**src/rtl/bids_pkg.sv**
```systemverilog
// Shared definitions for the BIDS22 host-side round sequencer.
// Contents:
//   - controller opcodes (NoOperation .. BidCharge)
//   - controller error codes and the two sequencer-only codes
//   - the sequencer state enum
package bids_pkg;

  // Controller opcodes driven on C_op
  localparam logic [3:0] OP_NO_OPERATION = 4'd0;
  localparam logic [3:0] OP_UNLOCK       = 4'd1;
  localparam logic [3:0] OP_LOCK         = 4'd2;
  localparam logic [3:0] OP_LOAD_X       = 4'd3;
  localparam logic [3:0] OP_LOAD_Y       = 4'd4;
  localparam logic [3:0] OP_LOAD_Z       = 4'd5;
  localparam logic [3:0] OP_MASK         = 4'd6;
  localparam logic [3:0] OP_TIMER        = 4'd7;
  localparam logic [3:0] OP_BID_CHARGE   = 4'd8;

  // Controller error codes reported on ctl_err
  localparam logic [2:0] ERR_NONE     = 3'b000;
  localparam logic [2:0] ERR_BAD_KEY  = 3'b001;
  localparam logic [2:0] ERR_LOCKOUT  = 3'b010;
  localparam logic [2:0] ERR_BAD_OP   = 3'b011;
  localparam logic [2:0] ERR_FUNDS    = 3'b100;
  localparam logic [2:0] ERR_TIE      = 3'b101;

  // Codes only the sequencer produces
  localparam logic [2:0] SEQ_ERR_OP      = 3'b110;
  localparam logic [2:0] SEQ_ERR_TIMEOUT = 3'b111;

  typedef enum logic [3:0] {
    S_IDLE,
    S_UNLOCK,
    S_LOADX,
    S_LOADY,
    S_LOADZ,
    S_MASK,
    S_TIMER,
    S_COST,
    S_LOCK,
    S_START,
    S_WAIT,
    S_CAPTURE
  } seq_state_t;

endpackage

```
**src/rtl/bids_round_sequencer_if.sv**
```systemverilog
// Host-side request/result bundle of the round sequencer.
// Signals:
//   req_valid/req_ready   request handshake
//   cfg_*                 round configuration carried with the request
//   res_valid/res_*       one-cycle result pulse
// Handshake: a request transfers on a rising clk edge where req_valid and
// req_ready are both high; the host keeps req_valid and cfg_* stable until
// then. res_valid is a single-cycle pulse with no back-pressure.
// Modports: master = host, slave = sequencer.
interface bids_round_sequencer_if #(
  parameter int ROUND_W = 16
);
  logic               req_valid;
  logic               req_ready;
  logic [31:0]        cfg_x_bal;
  logic [31:0]        cfg_y_bal;
  logic [31:0]        cfg_z_bal;
  logic [2:0]         cfg_mask;
  logic [31:0]        cfg_timer;
  logic [31:0]        cfg_cost;
  logic [31:0]        cfg_key;
  logic [ROUND_W-1:0] cfg_round_len;
  logic               res_valid;
  logic [2:0]         res_win;
  logic [31:0]        res_maxbid;
  logic [2:0]         res_err;

  modport master (
    output req_valid, cfg_x_bal, cfg_y_bal, cfg_z_bal, cfg_mask,
           cfg_timer, cfg_cost, cfg_key, cfg_round_len,
    input  req_ready, res_valid, res_win, res_maxbid, res_err
  );

  modport slave (
    input  req_valid, cfg_x_bal, cfg_y_bal, cfg_z_bal, cfg_mask,
           cfg_timer, cfg_cost, cfg_key, cfg_round_len,
    output req_ready, res_valid, res_win, res_maxbid, res_err
  );
endinterface

```
**src/rtl/bids_seq_counter.sv**
```systemverilog
// Loadable down-counter used by the sequencer for the round length and,
// afterwards, for the roundOver watchdog.
// Ports:
//   clk, reset_n  clock, synchronous active-low reset
//   load          load load_val (has priority over dec)
//   load_val      value to load
//   dec           decrement by one, holds at zero
//   zero          count is zero
module bids_seq_counter #(
  parameter int W = 16
) (
  input  logic         clk,
  input  logic         reset_n,
  input  logic         load,
  input  logic [W-1:0] load_val,
  input  logic         dec,
  output logic         zero
);
  logic [W-1:0] count_q;

  always_ff @(posedge clk) begin
    if (!reset_n) begin
      count_q <= '0;
    end else if (load) begin
      count_q <= load_val;
    end else if (dec && (count_q != '0)) begin
      count_q <= count_q - W'(1);
    end
  end

  assign zero = (count_q == '0);
endmodule

```
**src/rtl/bids_round_sequencer.sv**
```systemverilog
// Host-side sequencer for the BIDS22 auction controller. Takes one
// "run round" request and walks the controller through
// unlock -> load balances/mask/timer/cost -> lock -> round, then returns
// winner, maxBid and error status as a one-cycle result pulse.
// Ports:
//   clk, reset_n     clock, synchronous active-low reset
//   host             request/result bundle (slave modport)
//   C_op/C_data/C_start               controller command port
//   ctl_err/ctl_roundOver/ctl_maxBid/ctl_win  controller status
//   state_dbg, locked_dbg             FSM state and lock flag for observation
// Build option: define BIDS_SEQ_WATCHDOG_EN to give up on a round after
// TIMEOUT_CYC WAIT cycles without roundOver (result code 111).
module bids_round_sequencer
  import bids_pkg::*;
#(
  parameter int ROUND_W     = 16,
  parameter int TIMEOUT_CYC = 4
) (
  input  logic                         clk,
  input  logic                         reset_n,
  bids_round_sequencer_if.slave        host,
  output logic [3:0]                   C_op,
  output logic [31:0]                  C_data,
  output logic                         C_start,
  input  logic [2:0]                   ctl_err,
  input  logic                         ctl_roundOver,
  input  logic [31:0]                  ctl_maxBid,
  input  logic [2:0]                   ctl_win,
  output seq_state_t                   state_dbg,
  output logic                         locked_dbg
);
  seq_state_t state_q, state_d;

  // Registered request
  logic [31:0]        x_bal_q, y_bal_q, z_bal_q, timer_q, cost_q, cfg_key_q;
  logic [2:0]         mask_q;
  logic [ROUND_W-1:0] round_len_q;

  // Key currently programmed into the controller, and whether it is locked
  logic [31:0] key_q;
  logic        locked_q;

  // Abort bookkeeping: CAPTURE reports abort_err_q instead of controller data
  logic        abort_q;
  logic [2:0]  abort_err_q;

  logic        res_valid_q;
  logic [2:0]  res_win_q, res_err_q;
  logic [31:0] res_maxbid_q;

  logic               req_ready_int, accept, do_lock, abort_set;
  logic [2:0]         abort_code;
  logic               cnt_load, cnt_dec, cnt_zero;
  logic [ROUND_W-1:0] cnt_load_val;

  // Not ready while the result pulse is out, so req_ready trails res_valid.
  assign req_ready_int = reset_n && (state_q == S_IDLE) && !res_valid_q;

  bids_seq_counter #(.W(ROUND_W)) u_counter (
    .clk      (clk),
    .reset_n  (reset_n),
    .load     (cnt_load),
    .load_val (cnt_load_val),
    .dec      (cnt_dec),
    .zero     (cnt_zero)
  );

  always_comb begin
    state_d      = state_q;
    C_op         = OP_NO_OPERATION;
    C_data       = '0;
    C_start      = 1'b0;
    cnt_load     = 1'b0;
    cnt_load_val = '0;
    cnt_dec      = 1'b0;
    abort_set    = 1'b0;
    abort_code   = ERR_NONE;
    do_lock      = 1'b0;
    accept       = 1'b0;

    case (state_q)
      S_IDLE: begin
        if (host.req_valid && req_ready_int) begin
          accept  = 1'b1;
          state_d = locked_q ? S_UNLOCK : S_LOADX;
        end
      end
      S_UNLOCK: begin
        C_op   = OP_UNLOCK;
        C_data = key_q;
        if (ctl_err == ERR_BAD_KEY) begin
          state_d    = S_CAPTURE;
          abort_set  = 1'b1;
          abort_code = ERR_BAD_KEY;
        end else begin
          state_d = S_LOADX;
        end
      end
      S_LOADX: begin C_op = OP_LOAD_X;     C_data = x_bal_q;         state_d = S_LOADY; end
      S_LOADY: begin C_op = OP_LOAD_Y;     C_data = y_bal_q;         state_d = S_LOADZ; end
      S_LOADZ: begin C_op = OP_LOAD_Z;     C_data = z_bal_q;         state_d = S_MASK;  end
      S_MASK:  begin C_op = OP_MASK;       C_data = {29'b0, mask_q}; state_d = S_TIMER; end
      S_TIMER: begin C_op = OP_TIMER;      C_data = timer_q;         state_d = S_COST;  end
      S_COST:  begin C_op = OP_BID_CHARGE; C_data = cost_q;          state_d = S_LOCK;  end
      S_LOCK: begin
        C_op     = OP_LOCK;
        C_data   = cfg_key_q;
        do_lock  = 1'b1;
        cnt_load = 1'b1;
        // Counter exits START on zero, so load len-1; length 0 runs as 1.
        cnt_load_val = (round_len_q == '0) ? '0 : round_len_q - ROUND_W'(1);
        state_d  = S_START;
      end
      S_START: begin
        C_op    = OP_LOCK;
        C_data  = key_q;
        C_start = 1'b1;
        if (cnt_zero) begin
          state_d      = S_WAIT;
          cnt_load     = 1'b1;
          cnt_load_val = ROUND_W'(TIMEOUT_CYC - 1);
        end else begin
          cnt_dec = 1'b1;
        end
      end
      S_WAIT: begin
        C_op   = OP_LOCK;
        C_data = key_q;
        if (ctl_roundOver) begin
          state_d = S_CAPTURE;
        end
`ifdef BIDS_SEQ_WATCHDOG_EN
        else if (cnt_zero) begin
          state_d    = S_CAPTURE;
          abort_set  = 1'b1;
          abort_code = SEQ_ERR_TIMEOUT;
        end else begin
          cnt_dec = 1'b1;
        end
`endif
      end
      S_CAPTURE: begin
        // Lock with the current key returns the controller to Locked.
        C_op    = OP_LOCK;
        C_data  = key_q;
        state_d = S_IDLE;
      end
      default: state_d = S_IDLE;
    endcase

    // Any controller error on a configuration op abandons the round.
    if ((state_q inside {S_LOADX, S_LOADY, S_LOADZ, S_MASK, S_TIMER, S_COST}) &&
        (ctl_err != ERR_NONE)) begin
      state_d    = S_CAPTURE;
      abort_set  = 1'b1;
      abort_code = SEQ_ERR_OP;
    end
  end

  always_ff @(posedge clk) begin
    if (!reset_n) begin
      state_q      <= S_IDLE;
      x_bal_q      <= '0;
      y_bal_q      <= '0;
      z_bal_q      <= '0;
      mask_q       <= '0;
      timer_q      <= '0;
      cost_q       <= '0;
      cfg_key_q    <= '0;
      round_len_q  <= '0;
      key_q        <= '0;
      locked_q     <= 1'b0;
      abort_q      <= 1'b0;
      abort_err_q  <= ERR_NONE;
      res_valid_q  <= 1'b0;
      res_win_q    <= '0;
      res_maxbid_q <= '0;
      res_err_q    <= ERR_NONE;
    end else begin
      state_q <= state_d;
      if (accept) begin
        x_bal_q     <= host.cfg_x_bal;
        y_bal_q     <= host.cfg_y_bal;
        z_bal_q     <= host.cfg_z_bal;
        mask_q      <= host.cfg_mask;
        timer_q     <= host.cfg_timer;
        cost_q      <= host.cfg_cost;
        cfg_key_q   <= host.cfg_key;
        round_len_q <= host.cfg_round_len;
        abort_q     <= 1'b0;
        abort_err_q <= ERR_NONE;
      end
      if (abort_set) begin
        abort_q     <= 1'b1;
        abort_err_q <= abort_code;
      end
      if (do_lock) begin
        key_q    <= cfg_key_q;
        locked_q <= 1'b1;
      end
      res_valid_q <= (state_q == S_CAPTURE);
      if (state_q == S_CAPTURE) begin
        if (abort_q) begin
          res_win_q    <= '0;
          res_maxbid_q <= '0;
          res_err_q    <= abort_err_q;
        end else begin
          res_win_q    <= ctl_win;
          res_maxbid_q <= ctl_maxBid;
          res_err_q    <= ctl_err;
        end
      end
    end
  end

  assign host.req_ready  = req_ready_int;
  assign host.res_valid  = res_valid_q;
  assign host.res_win    = res_win_q;
  assign host.res_maxbid = res_maxbid_q;
  assign host.res_err    = res_err_q;
  assign state_dbg       = state_q;
  assign locked_dbg      = locked_q;
endmodule
```
**src/flat_wrapper.sv**
```systemverilog
// flat-port wrapper written by rule: the top's interface ports become plain ports
module bids_round_sequencer_flat import bids_pkg::*;
#(
  parameter int ROUND_W     = 16,
  parameter int TIMEOUT_CYC = 4
)
  (clk, reset_n, C_op, C_data, C_start, ctl_err, ctl_roundOver, ctl_maxBid, ctl_win, state_dbg, locked_dbg, host_req_valid, host_cfg_x_bal, host_cfg_y_bal, host_cfg_z_bal, host_cfg_mask, host_cfg_timer, host_cfg_cost, host_cfg_key, host_cfg_round_len, host_req_ready, host_res_valid, host_res_win, host_res_maxbid, host_res_err);
  bids_round_sequencer_if #(.ROUND_W(ROUND_W)) host_i ();
  input  logic clk;
  input  logic reset_n;
  output logic [3:0] C_op;
  output logic [31:0] C_data;
  output logic C_start;
  input  logic [2:0] ctl_err;
  input  logic ctl_roundOver;
  input  logic [31:0] ctl_maxBid;
  input  logic [2:0] ctl_win;
  output seq_state_t state_dbg;
  output logic locked_dbg;
  input wire logic [$bits(host_i.req_valid)-1:0] host_req_valid;
  input wire logic [$bits(host_i.cfg_x_bal)-1:0] host_cfg_x_bal;
  input wire logic [$bits(host_i.cfg_y_bal)-1:0] host_cfg_y_bal;
  input wire logic [$bits(host_i.cfg_z_bal)-1:0] host_cfg_z_bal;
  input wire logic [$bits(host_i.cfg_mask)-1:0] host_cfg_mask;
  input wire logic [$bits(host_i.cfg_timer)-1:0] host_cfg_timer;
  input wire logic [$bits(host_i.cfg_cost)-1:0] host_cfg_cost;
  input wire logic [$bits(host_i.cfg_key)-1:0] host_cfg_key;
  input wire logic [$bits(host_i.cfg_round_len)-1:0] host_cfg_round_len;
  output wire logic [$bits(host_i.req_ready)-1:0] host_req_ready;
  output wire logic [$bits(host_i.res_valid)-1:0] host_res_valid;
  output wire logic [$bits(host_i.res_win)-1:0] host_res_win;
  output wire logic [$bits(host_i.res_maxbid)-1:0] host_res_maxbid;
  output wire logic [$bits(host_i.res_err)-1:0] host_res_err;
  assign host_i.req_valid = host_req_valid;
  assign host_i.cfg_x_bal = host_cfg_x_bal;
  assign host_i.cfg_y_bal = host_cfg_y_bal;
  assign host_i.cfg_z_bal = host_cfg_z_bal;
  assign host_i.cfg_mask = host_cfg_mask;
  assign host_i.cfg_timer = host_cfg_timer;
  assign host_i.cfg_cost = host_cfg_cost;
  assign host_i.cfg_key = host_cfg_key;
  assign host_i.cfg_round_len = host_cfg_round_len;
  assign host_req_ready = host_i.req_ready;
  assign host_res_valid = host_i.res_valid;
  assign host_res_win = host_i.res_win;
  assign host_res_maxbid = host_i.res_maxbid;
  assign host_res_err = host_i.res_err;
  bids_round_sequencer #(.ROUND_W(ROUND_W), .TIMEOUT_CYC(TIMEOUT_CYC)) u_core (.clk(clk), .reset_n(reset_n), .host(host_i), .C_op(C_op), .C_data(C_data), .C_start(C_start), .ctl_err(ctl_err), .ctl_roundOver(ctl_roundOver), .ctl_maxBid(ctl_maxBid), .ctl_win(ctl_win), .state_dbg(state_dbg), .locked_dbg(locked_dbg));
endmodule
```
**config.mk**
```make
export PLATFORM = sky130hd
export DESIGN_NAME = bids_round_sequencer_flat
export DESIGN_NICKNAME = d
export VERILOG_FILES = /design/src/rtl/bids_pkg.sv /design/src/rtl/bids_round_sequencer_if.sv /design/src/rtl/bids_seq_counter.sv /design/src/rtl/bids_round_sequencer.sv /design/src/flat_wrapper.sv
export SDC_FILE = /design/constraint.sdc
export NUM_CORES = 1
export LEC_CHECK = 0
export CAP_MARGIN = 20
export CELL_PAD_IN_SITES_DETAIL_PLACEMENT = 1
export CELL_PAD_IN_SITES_GLOBAL_PLACEMENT = 1
export CORE_ASPECT_RATIO = 0.75
export CORE_UTILIZATION = 32
export DETAILED_ROUTE_END_ITERATION = 8
export HOLD_SLACK_MARGIN = 0.06
export PLACE_DENSITY_LB_ADDON = 0.15
export SYNTH_ARGS = -nofsm -noshare
export SYNTH_HDL_FRONTEND = slang
export SYNTH_HIERARCHICAL = 1
export SYNTH_SLANG_ARGS = --single-unit
export TNS_END_PERCENT = 100
```
**constraint.sdc**
```tcl
create_clock -name clk -period 3.09 [get_ports clk]
set_input_delay 0.618 -clock clk [delete_from_list [all_inputs] [get_ports clk]]
set_output_delay 0.618 -clock clk [all_outputs]
set_load 0.02 [all_outputs]
```
==> Yosys cells after proc, flatten, opt, wreduce, memory -nomap -nowiden <==
Index checks and enable logic that the tools add are counted.
{ "classes": {"add_sub_neg": 2, "eq_ne": 18, "n_mux": 35, "n_bitwise": 1, "n_reduce_logical": 19} }
{ "ops": {"columns": ["op", "n"], "rows": [
  ["32-bit case mux with 8 select lines", 1],
  ["16-bit 2-to-1 mux", 3],
  ["4-bit case mux with 11 select lines", 1],
  ["16-bit logical NOT", 2],
  ["32-bit 2-to-1 mux", 1],
  ["16-bit case mux with 2 select lines", 1],
  ["4-bit case mux with 8 select lines", 1],
  ["16-bit by 1-bit subtractor with 16-bit output (second input constant)", 2],
  ["4-bit 2-to-1 mux", 5],
  ["3-bit 2-to-1 mux", 6],
  ["4-bit by 3-bit equality test with 1-bit output (second input constant)", 4],
  ["4-bit equality test (second input constant)", 4],
  ["16-bit nonzero test", 1],
  ["1-bit 2-to-1 mux", 13],
  ["4-bit by 2-bit equality test with 1-bit output (second input constant)", 2],
  ["4-bit OR reduction", 2],
  ["3-bit AND reduction", 2],
  ["6-bit nonzero test", 1],
  ["1-bit logical AND", 5],
  ["4-bit by 1-bit equality test with 1-bit output (second input constant)", 1],
  ["4-bit logical NOT", 1],
  ["2-bit 2-to-1 mux", 2],
  ["2-bit inequality test (second input constant)", 2],
  ["2-bit nonzero test", 2],
  ["other kinds (10)", 10]
]} }
{ "word_totals": {"ff_bits": 307, "in_bits": 253, "word_cells": 94} }

==> Logic depth before layout (Yosys ltp) <==
Gate-level depths: netlist of the first run.
{ "logic_depth": {"depth_word": 8, "mapped_depth": 12} }

==> Modules after synthesis <==
Netlist of the first run, hierarchy kept.
{ "by_module_without_submodules": {"columns": ["module", "n_inst", "cells_each", "area_per_inst_um2", "seq_area_each_um2"], "rows": [
  ["bids_round_sequencer", 1, 1448, 12092.8, 5805.6],
  ["bids_seq_counter", 1, 123, 977.2, 320.3]
]} }

==> Worst setup path before layout of the first run <==
Ideal clock, no wire load.
{ "synth_path": {"path_kind": "flip-flop to flip-flop", "startpoint": "register u_core.u_counter.count_q[0]", "endpoint": "register u_core.u_counter.count_q[13]", "setup_ns": 0.091, "arrival_ns": 2.874, "required_ns": 2.999, "slack_ns": 0.125, "path_stages_with_launch": 12, "path_buffers": 1, "period_less_slack_ns": 2.965, "path_cell_list": "dfxtp_1 -> inv_1 -> ha_1 -> nor4b_1 -> nand4_1 -> inv_1 -> nor3_1 -> or4b_4 -> or2_0 -> buf_2 -> or4_1 -> a311oi_1"} }
{ "synth_via": {"elab_chain_len": 5, "word_cells_on_any_way": 11, "classes_between": "1 x add/sub; 6 x mux; 4 x reduce/logical"} }
{ "synth_lines": {"columns": ["item", "line", "source"], "rows": [
  ["from (decl)", "bids_seq_counter.sv:19", "logic [W-1:0] count_q;"],
  ["from (signal assigned)", "bids_seq_counter.sv:25", "count_q <= load_val;"],
  ["from (signal assigned)", "bids_seq_counter.sv:27", "count_q <= count_q - W'(1);"],
  ["16-bit logical NOT", "bids_seq_counter.sv:31", "assign zero = (count_q == '0);"],
  ["named net u_core.cnt_zero", "bids_round_sequencer.sv:53", "logic cnt_load, cnt_dec, cnt_zero;"],
  ["1-bit 2-to-1 mux", "bids_round_sequencer.sv:118", "if (cnt_zero) begin"],
  ["1-bit 2-to-1 mux", "bids_round_sequencer.sv:81", "case (state_q)"],
  ["named net u_core.cnt_dec", "bids_round_sequencer.sv:53", null],
  ["1-bit logical AND", "bids_seq_counter.sv:26", "end else if (dec && (count_q != '0)) begin"],
  ["2-bit nonzero test (no source line)", null, null]
]} }
The timed path passes the listed nets, and every way through them passes these cells. The select of a mux whose other input is x is not followed.
A chain may end at the register's enable or synchronous reset.

==> Worst setup path after layout of the first run <==
{ "layout_path": {"startpoint": "register u_core.state_q[3], in the netlist u_core/state_dbg[3]", "endpoint": "output C_data[19]"} }
{ "layout_via": {"elab_chain_len": 3, "word_cells_on_any_way": 13, "classes_between": "11 x eq/ne; 1 x mux; 1 x reduce/logical"} }
{ "layout_lines": {"columns": ["item", "line", "source"], "rows": [
  ["from (decl)", "bids_round_sequencer.sv:32", "seq_state_t state_q, state_d;"],
  ["from (signal assigned)", "bids_round_sequencer.sv:180", "state_q <= state_d;"],
  ["4-bit by 1-bit equality test with 1-bit output or 4-bit equality test (tied branches)", "bids_round_sequencer.sv:81", null],
  ["4-bit OR reduction (no source line)", null, null],
  ["32-bit case mux with 8 select lines *", "bids_round_sequencer.sv:81", null],
  ["to (decl)", "flat_wrapper.sv:12", "output logic [31:0] C_data;"]
]} }
Mark *: on every way between the ends. The rest lies on a longest branch, timed or not.

==> run summary, run 1 <==
CP max FO = 21
Critical Path RT = 2470 ps
Clk pin slew, worst setup/hold paths = 60 ps
Core Util, Final = 46.2%
Post-synth ARST share = 0%
vias in the first global route = 12764
sequential share of the synthesized area = 46.9%
share of the synthesized area in the top cell type = 46.9%
1st-iter DRT viols = 1049
Worst R2R End = u_core/u_counter/count_q[11]
Hold Fails Final Rpt = 0
Max Slew Vio Count = 0
EDFF count, synth = 0
ranking of synthesized cells by area = dfxtp_1, nand2_1, a21boi_0, clkbuf_1, a222oi_1
Die ar. = 0.0417 mm²
CTS buffer count = 35
Internal = 8.61 mW
placed instance count = 2354
H-Tree Depth = 2
cell count after synthesis = 1571
Seq cells post-synth = 306
drt wl/cell = 20.4 µm
first-pass GRT wire length = 74900 µm
Hold Path Origin = reset_n
max-cap violations = 0
post-route cell area = 0.0184 mm²
Cell Pwr Density = 716 mW/mm²
Clock Sinks = 306
post-layout min period = 3040 ps
Skew-Pair Late Insertion Delay = 530 ps
top post-synthesis cells by count = nand2_1, dfxtp_1, a21boi_0, clkbuf_1, a21boi_1
core area = 0.0399 mm²
number of library cell types mapped by synthesis = 65
initial antenna violation count = 8
Filler cells = 4647
critical path capture point = C_data[19]
headroom to the max-slew limit = 20.4%
Yosys Warn Count = 6
Final ANT Viol Nets = 0
Worst Skew = 16.7 ps
DR pass1 iterations = 7
f_max = 0.329 GHz
gpl congestion = 0.860
reg2reg start = u_core/u_counter/count_q[0]
Initial Utilization = 32.8%
Die Wd = 235 µm
Worst Setup End Kind = output port
Buffers on Ports = 334
status = finished, final reports clean
RSZ-0062 raised after global routing = yes
Root Buffer = clkbuf_16
dpl hpwl = 35200 µm
Critical Path AT = 2420 ps
IO Pins = 335
Net Sw Power = 4.58 mW
Least-Margin Pin Slew = 1190 ps
GRT Total Usage = 23.1%
final setup vio count = 0
switching share of power = 34.7%
FF-to-FF setup slack = 160 ps
clock share of power = 31.8%
CP startpoint kind = flip-flop
Hold WC Path Type = input pin to flip-flop
Leakage = 6.62 nW
sequential share of power = 36.2%
Die Ht = 177 µm
Post-Syn Area = 0.0131 mm²
row count = 63
critical path class = flip-flop to output port
Avg Cell Area, Syn = 8.32 µm²
largest net degree at the start of global routing = 251
maximum vdd drop = 0.000400 V
most frequent cell after synthesis = nand2_1
hold depth = 2
Remaining DRCs = 0
Non-Filler Instances = 2428
leading area contributor after synthesis = dfxtp_1
Area Growth Syn to Fin = 41.0%
total grt overflow = 0
CTS tree = yes
R2R cell count = 10
via count = 12556
Via density = 5.17
syn_nets = 1826
Final nets = 2136
Post-CTS Hold Buffers = 0
final critical-path share of the clock period = 98.3%
Top FF cell, synth = dfxtp_1
Comb pwr share = 32.0%
Worst Setup SP = u_core/state_dbg[3]
placed inst area = 0.0172 mm²
routed wire length = 49400 µm
maximum clock path buffer count = 3
share of cells above drive strength 1 = 7.98%
power groups by stage:
| stage | Sequential [mW] | Clock, mW | Combinational [mW] |
|---|---|---|---|
| final | 4.78 | 4.20 | 4.21 |
| after global routing | 4.84 | 4.47 | 4.56 |
| after CTS | 4.77 | 4.33 | 4.20 |
| after detailed placement | 4.85 | 0 | 4.06 |
| after global placement | 4.83 | 0 | 3.98 |
| after floorplan | 4.76 | 0 | 2.27 |
critical path, stage by stage (launching register included):
cell and delay [ps]:
dfxtp_1 370, buf_8 190, and4b_2 280, buf_4 230, a222oi_1 350, nand4_1 110, dlygate4sd2_1 360
metrics by stage:
step / setup TNS (ps) / power [mW] / hold slack [ps] / setup slack, ps
4_1_cts: 0 / 13.3 / 384 / 11.6
3_5_place_dp: -5.61 / 8.90 / 449 / -5.61
6_report: 0 / 13.2 / 405 / 52.3
3_3_place_gp: 0 / 8.81 / 442 / 224
5_1_grt: -14.2 / 13.9 / 403 / -5.00
2_1_floorplan: 0 / 7.03 / 434 / 125
cells by family after synthesis:
kind of cell	Yosys count	synth area share, %
simple gates	696	22.9
compound gates	414	24.3
flops	306	46.9
buf+inv	135	4.49
xor+xnor	12	0.804
mux	6	0.460
fa+ha+maj	2	0.191
placed cells by master, fill, tap and decap left out, drive strengths merged, types with 12 or more instances in the layout:
cell and instances:
dfxtp 306, buf 67, clkdlybuf4s50 300, a22oi 31
nand2 541, a222oi 32, nor3 12, clkbuf 55
nand4 36, a22o 35, dlygate4sd2 21, nor2 34
o21ai 24, a21boi 244
area by class of cell:
cell class	instances	area, µm²	share of cell area, %
diodes	4	10.0	0.0543
clock buffers	50	1060	5.78
clock inverters	10	77.6	0.421
inverters	9	33.8	0.183
multi-input cells	1130	6420	34.8
flip-flops and latches	306	6130	33.2
well taps	520	651	3.53
repair buffers	399	4050	22.0
what timing repair did:
item                       CTS  global route
resized for setup           46            19
setup endpoints to repair   33            21
setup buffers                9             1
pin swaps                    1             7
registers in the layout, summed over array words and instances, names as in the netlist, 16 cells and up:
| signal | count |
|---|---|
| u_core/x_bal_q | 32 |
| u_core/key_q | 32 |
| u_core/timer_q | 32 |
| u_core/round_len_q | 16 |
| u_core/cost_q | 32 |
| u_core/cfg_key_q | 32 |
| u_core/z_bal_q | 32 |
| u_core/u_counter/count_q | 16 |
| u_core/y_bal_q | 32 |
| u_core/host.res_maxbid | 32 |
layer usage:
metal	wire length (µm)	GRT usage (%)
met5	51	0
met4	979	6.40
met3	2880	4.76
met2	22000	36.4
met1	23500	31.9
how the worst min path moves through the flow:
| stage | endpoint | slack [ps] |
|---|---|---|
| 6_report | u_core/host.res_err[0] | 400 |
| 5_1_grt | u_core/host.res_err[1] | 400 |
| 4_1_cts | u_core/host.res_err[0] | 380 |
| 3_5_place_dp | u_core/x_bal_q[0] | 450 |
| 3_3_place_gp | u_core/x_bal_q[15] | 440 |
| 2_1_floorplan | u_core/abort_err_q[0] | 430 |
No activity file was read; power rests on OpenSTA's default activity.
==> run 2: changes to the inputs <==
--- a/config.mk
+++ b/config.mk
@@ -11,7 +11,7 @@
 export CORE_ASPECT_RATIO = 0.75
 export CORE_UTILIZATION = 32
 export DETAILED_ROUTE_END_ITERATION = 8
-export HOLD_SLACK_MARGIN = 0.06
+export HOLD_SLACK_MARGIN = 0.1
 export PLACE_DENSITY_LB_ADDON = 0.15
 export SYNTH_ARGS = -nofsm -noshare
 export SYNTH_HDL_FRONTEND = slang
==> results of run 2 <==
The final DEF is identical to that of run 1; final timing and power are the same.
==> run 3: changes to the inputs <==
--- a/config.mk
+++ b/config.mk
@@ -13,6 +13,7 @@
 export DETAILED_ROUTE_END_ITERATION = 8
 export HOLD_SLACK_MARGIN = 0.1
 export PLACE_DENSITY_LB_ADDON = 0.15
+export RECOVER_POWER = 100
 export SYNTH_ARGS = -nofsm -noshare
 export SYNTH_HDL_FRONTEND = slang
 export SYNTH_HIERARCHICAL = 1
==> results of run 3 <==
The final DEF is identical to that of run 1; final timing and power are the same.
==> RTL change 1 (settings of run 3) <==
Make the reset (`reset_n`) asynchronous in 2 clocked blocks. Comments in the files are not updated.
--- a/src/rtl/bids_seq_counter.sv
+++ b/src/rtl/bids_seq_counter.sv
@@ -18,7 +18,7 @@
 );
   logic [W-1:0] count_q;
 
-  always_ff @(posedge clk) begin
+  always_ff @(posedge clk or negedge reset_n) begin
     if (!reset_n) begin
       count_q <= '0;
     end else if (load) begin
--- a/src/rtl/bids_round_sequencer.sv
+++ b/src/rtl/bids_round_sequencer.sv
@@ -157,7 +157,7 @@
     end
   end
 
-  always_ff @(posedge clk) begin
+  always_ff @(posedge clk or negedge reset_n) begin
     if (!reset_n) begin
       state_q      <= S_IDLE;
       x_bal_q      <= '0;
Formal check against the unedited RTL: differs if reset_n is asserted again (counterexample within 4 cycles, from zero or initial values and one cycle with reset_n low); with reset_n held inactive, the same outputs for 10 cycles.
==> RTL change 1 against run 3 <==
- the run now ends with capacitance limit, slew limit left
- utilization down 0.23 points
- area after synthesis up 4.9%
- clock power up 15%
- die area up 4.9%
- sequential cell count unchanged
- wire length up 2.5%
- maximum frequency about the same
- setup slack worse by 0.0018 ns
- power up 39%
- design area up 5.1%
==> RTL change 1: results (changes against run 3) <==
Parameter                              Value

Final layout
  Layout buffering overhead excluding clock cells ... 20.3% (was 22.0%)
  Fraction of final layout cells with drive strength greater than 1 ... 8.27% (was 7.98%)
  Layout net count ... 2199 (was 2136)
  Number of non-filler instances in the completed layout ... 2541 (was 2428)
  Multi-input gate area ... 5700 um^2 (was 6420 um^2)
  Count of clock buffers in the final design ... 49 (was 50)
  Layout overhead on the synthesized area ... 41.3% (was 41.0%)
  Fillers ... 4962 (was 4647)
  Diode count ... 2 (was 4)
  Relative area of clock buffers and inverters in the final design ... 6.87% (was 6.20%)
  Multi-In Gates ... 1192 (was 1130)

Logic synthesis
  Commonest cells post-synth ... nand2_1 (819), dfrtp_1 (306), clkbuf_1 (94), o21ai_0 (52), nand2b_1 (40) (was nand2_1 (541), dfxtp_1 (306), a21boi_0 (203), clkbuf_1 (95), a21boi_1 (41))
  Most frequently used flop master after synthesis ... dfrtp_1 (was dfxtp_1)
  Synth area leader ... dfrtp_1 (was dfxtp_1)
  Proportion of register bits with asynchronous set or reset after synthesis ... 100% (was 0%)
  Syn avg cell area ... 8.52 um^2 (was 8.32 um^2)
  Distinct cell type count of the synthesized netlist ... 61 (was 65)
  Number of nets produced by synthesis ... 1864 (was 1826)
  Share of the yosys chip area belonging to registers ... 55.8% (was 46.9%)

Global routing
  GRT Resource Usage Total ... 23.2% (was 23.1%)
  Maximum number of pins on one net before global-route repair ... 187 (was 251)
  Global routing met2 resource utilization ... 36.5% (was 36.4%)
  Wire length of the first global-routing pass ... 78500 um (was 74900 um)
  Met1 usage in global routing ... 33.7% (was 31.9%)

Timing
  Final hold slack ... 0.289 ns (was 0.405 ns)
  Final cycle utilization of the critical path ... 98.4% (was 98.3%)
  Worst-Margin Slew ... 2.59 ns (was 1.19 ns)
  Count of final max-slew check failures ... 187 (was 0)

Worst setup path
  Source of the critical timing path ... u_core/state_dbg[3]$_DFFE_PN0P_ (was u_core/state_dbg[3]$_SDFFE_PN0P_)
  Critical R2R Capture ... u_core/u_counter/count_q[15]$_DFFE_PN0P_ (was u_core/u_counter/count_q[11]$_SDFFE_PN0P_)
  Reg-to-Reg Start ... u_core/u_counter/count_q[7]$_DFFE_PN0P_ (was u_core/u_counter/count_q[0]$_SDFFE_PN0P_)

Run status
  Outcome ... complete, but fails checks (was completed)
  Violations in the final reports ... capacitance limit, slew limit

Routing
  Initial drt markers ... 1047 (was 1049)
  Met2 Routed Length ... 23200 um (was 22000 um)

Floorplan
  Full die area ... 43700 um^2 (was 41700 um^2)

Clocking
  Number of setup buffers added after CTS ... 17 (was 9)
  CTS-repair resized insts ... 91 (was 46)

Flow run
  Max-cap violations ... 1 (was 0)

Power and ir drop
  Max VDD drop ... 0.396 mV (was 0.400 mV)
  Power consumed by combinational cells ... 6.52 mW (was 4.21 mW)
  Net switching power ... 6.81 mW (was 4.58 mW)

Placement
  Total placed instance area ... 17900 um^2 (was 17200 um^2)
## RTL change 1: cell types whose count changed after synthesis, sizes merged, moves of 21 or more
cell	delta
a21boi	-243
a22o	-35
buf	-21
dfrtp	+306
dfxtp	-306
nand2	+278
nand2b	+36
o21ai	+28
## RTL change 1: kinds of logic (layout without fill, tap and decap cells)
| group | Yosys count | count (layout) | share of synthesized area [%] |
|---|---|---|---|
| simple gates | 1007 | 1007 | 30.7 |
| flops | 306 | 306 | 55.8 |
| other cells | 0 | 2 | 0 |
| fa+ha+maj | 2 | 2 | 0.182 |
| mux | 5 | 5 | 0.365 |
| xor+xnor | 13 | 13 | 0.830 |
| compound gates | 165 | 165 | 8.61 |
| buf+inv | 111 | 472 | 3.44 |
## RTL change 1: worst max-delay path, stage by stage (launching register included)
cell       delay (ns)
dfrtp_1          0.42
bufbuf_16        0.29
nor4bb_4         0.32
buf_6            0.24
nand2_2          0.08
and3_1           0.18
o211ai_1         0.14
buf_4            0.22
==> RTL change 2 (config.mk and constraints of run 3) <==
Made on the original files. `ROUND_W` is set to 16 in 3 places; all go to 14.
--- a/src/rtl/bids_round_sequencer_if.sv
+++ b/src/rtl/bids_round_sequencer_if.sv
@@ -8,7 +8,7 @@
 // then. res_valid is a single-cycle pulse with no back-pressure.
 // Modports: master = host, slave = sequencer.
 interface bids_round_sequencer_if #(
-  parameter int ROUND_W = 16
+  parameter int ROUND_W = 14
 );
   logic               req_valid;
   logic               req_ready;
--- a/src/rtl/bids_round_sequencer.sv
+++ b/src/rtl/bids_round_sequencer.sv
@@ -13,7 +13,7 @@
 module bids_round_sequencer
   import bids_pkg::*;
 #(
-  parameter int ROUND_W     = 16,
+  parameter int ROUND_W     = 14,
   parameter int TIMEOUT_CYC = 4
 ) (
   input  logic                         clk,
--- a/src/flat_wrapper.sv
+++ b/src/flat_wrapper.sv
@@ -1,7 +1,7 @@
 // flat-port wrapper written by rule: the top's interface ports become plain ports
 module bids_round_sequencer_flat import bids_pkg::*;
 #(
-  parameter int ROUND_W     = 16,
+  parameter int ROUND_W     = 14,
   parameter int TIMEOUT_CYC = 4
 )
   (clk, reset_n, C_op, C_data, C_start, ctl_err, ctl_roundOver, ctl_maxBid, ctl_win, state_dbg, locked_dbg, host_req_valid, host_cfg_x_bal, host_cfg_y_bal, host_cfg_z_bal, host_cfg_mask, host_cfg_timer, host_cfg_cost, host_cfg_key, host_cfg_round_len, host_req_ready, host_res_valid, host_res_win, host_res_maxbid, host_res_err);
Interface: changed (resized host_cfg_round_len); port bits go from 335 to 333. The function was not compared with the original's and may differ.
==> RTL change 2 against run 3 <==
- non-clock buffer count is 18 lower
- power decreased by 1.8%
- clock skew is 0.0016 ns lower
- combinational power shrank 3%
- largest cell class is now sequential cells
- count of clock-buffer cells in the layout unchanged
- sequential cell count down 4
- wire length decreased by 3.6%
- area after synthesis is 6.5% lower
- design area shrank 5.8%
- setup slack improved by 0.0048 ns
- sequential share of layout area grew 1.6 points
- cell count fell by 2.7%
- utilization grew 0.30 points
- via count fell by 2.6%
- highest routed layer unchanged
==> RTL change 2: results (changes against run 3) <==
Parameter                              Value

Final layout
  Fraction of final layout cells with drive strength greater than 1 ... 7.30% (was 7.98%)
  Number of non-filler instances in the completed layout ... 2362 (was 2428)

Worst setup path
  Source of the critical timing path ... u_core/state_dbg[0]$_SDFFE_PN0P_ (was u_core/state_dbg[3]$_SDFFE_PN0P_)
  Largest fanout of any net on the critical path ... 20 (was 21)
  Critical R2R Capture ... u_core/u_counter/count_q[6]$_SDFFE_PN0P_ (was u_core/u_counter/count_q[11]$_SDFFE_PN0P_)
  Slowest library cell on the worst path ... dfxtp_2 (was dfxtp_1)

Routing
  Number of iterations in the first detailed-routing pass ... 6 (was 7)
  Average via count per standard cell ... 5.18 (was 5.17)
  WL final ... 47700 um (was 49400 um)

Clocking
  Clock Path Buffers ... 3 (unchanged)
  TritonCTS Buffers ... 34 (was 35)

Placement
  Dpl cells ... 2292 (was 2354)
  Port bufs ... 332 (was 334)
  Minimum setup slack after placement ... 0.0265 ns (was -0.00561 ns)
  Gp weighted congestion ... 0.842 (was 0.860)
  Total placed instance area ... 16100 um^2 (was 17200 um^2)
  Dpl hpwl ... 32400 um (was 35200 um)

Logic synthesis
  Multiplexer share of the synthesized area ... 0.573% (was 0.460%)
  Syn Inst Count ... 1534 (was 1571)
  Commonest cells post-synth ... nand2_1 (524), dfxtp_1 (302), a21oi_1 (257), clkbuf_1 (63), buf_2 (44) (was nand2_1 (541), dfxtp_1 (306), a21boi_0 (203), clkbuf_1 (95), a21boi_1 (41))
  Share of the yosys chip area belonging to registers ... 49.5% (was 46.9%)
  Post-synthesis share of cell area spent on full adders, half adders and majority gates ... 0.205% (was 0.191%)
  Top area cells in the synthesized netlist ... dfxtp_1 (49%), nand2_1 (16%), a21oi_1 (11%) (was dfxtp_1 (47%), nand2_1 (16%), a21boi_0 (12%))
  Number of nets produced by synthesis ... 1787 (was 1826)
  Distinct cell type count of the synthesized netlist ... 58 (was 65)

Global routing
  Wire length of the first global-routing pass ... 70800 um (was 74900 um)
  GRT Resource Usage Total ... 23.6% (was 23.1%)
  Antenna violations before repair ... 9 (was 8)
  Maximum number of pins on one net before global-route repair ... 146 (was 251)

Min path
  Terminating pin of the worst hold path ... u_core/key_q[28]$_SDFFE_PN0N_ (was u_core/host.res_err[0]$_SDFFE_PN0P_)
  Startpoint of the worst hold path ... u_core/key_q[28]$_SDFFE_PN0N_ (was reset_n)
  Worst hold path type ... reg2reg (was in2reg)

Run status
  Outcome ... completed (unchanged)

Timing
  Final cycle utilization of the critical path ... 98.2% (was 98.3%)
  Worst-Margin Slew ... 0.831 ns (was 1.19 ns)
  Worst clock skew on the final layout ... 0.0151 ns (was 0.0167 ns)

Power and ir drop
  Static leakage power ... 6.13 nW (was 6.62 nW)
  Max VDD drop ... 0.312 mV (was 0.400 mV)
==> RTL change 2: cell count changes in the layout (fill, tap and decap cells not counted), sizes merged, moves of 6 or more <==
cell	change
a21boi	-244
a21oi	+247
buf	-18
clkinv	-8
nand2	-16
nor3	+6
or4	-6
==> RTL change 2: worst max path at each step <==
stage / endpoint / slack (ns) / cells past startpoint
2_1_floorplan: u_core/u_counter/count_q[6]$_SDFFE_PN0P_ / 0.31 / 9
3_3_place_gp: C_data[29] / 0.04 / 6
3_5_place_dp: C_data[16] / 0.03 / 6
4_1_cts: C_data[27] / -0.01 / 8
5_1_grt: C_data[29] / -0.02 / 7
6_report: C_data[26] / 0.06 / 7
==> RTL change 2: layer usage <==
layer	track usage, %	vias up	wire [um]
li1	-	5912	-
met4	6.62	2	944
met2	36.5	375	20800
met1	33.2	5879	22800
met3	4.68	63	3060
met5	0	-	13
==> RTL change 2: layout make-up <==
| cell class | count | area, um^2 |
|---|---|---|
| repair buffers | 381 | 3820 |
| clock buffers | 50 | 1020 |
| fillers | 4388 | 20000 |
| diodes | 8 | 20.0 |
| inverters | 7 | 33.8 |
| well taps | 504 | 631 |
| clock inverters | 5 | 104 |
| multi-input cells | 1105 | 5680 |
| flip-flops and latches | 302 | 6050 |
==> RTL change 2: report_power, final <==
group / leakage [nW] / internal (mW) / switching (mW)
combinational: 3.13 / 1.63 / 2.46
sequential: 2.45 / 4.33 / 0.358
clock: 0.554 / 2.53 / 1.64
total: 6.13 / 8.49 / 4.46
==> RTL change 2: repair_timing <==
action,in CTS,in global routing
hold buffers,0,0
resized for setup,43,19
setup endpoints to repair,32,27
cloned,1,0
setup buffers,2,4
pin swaps,4,3
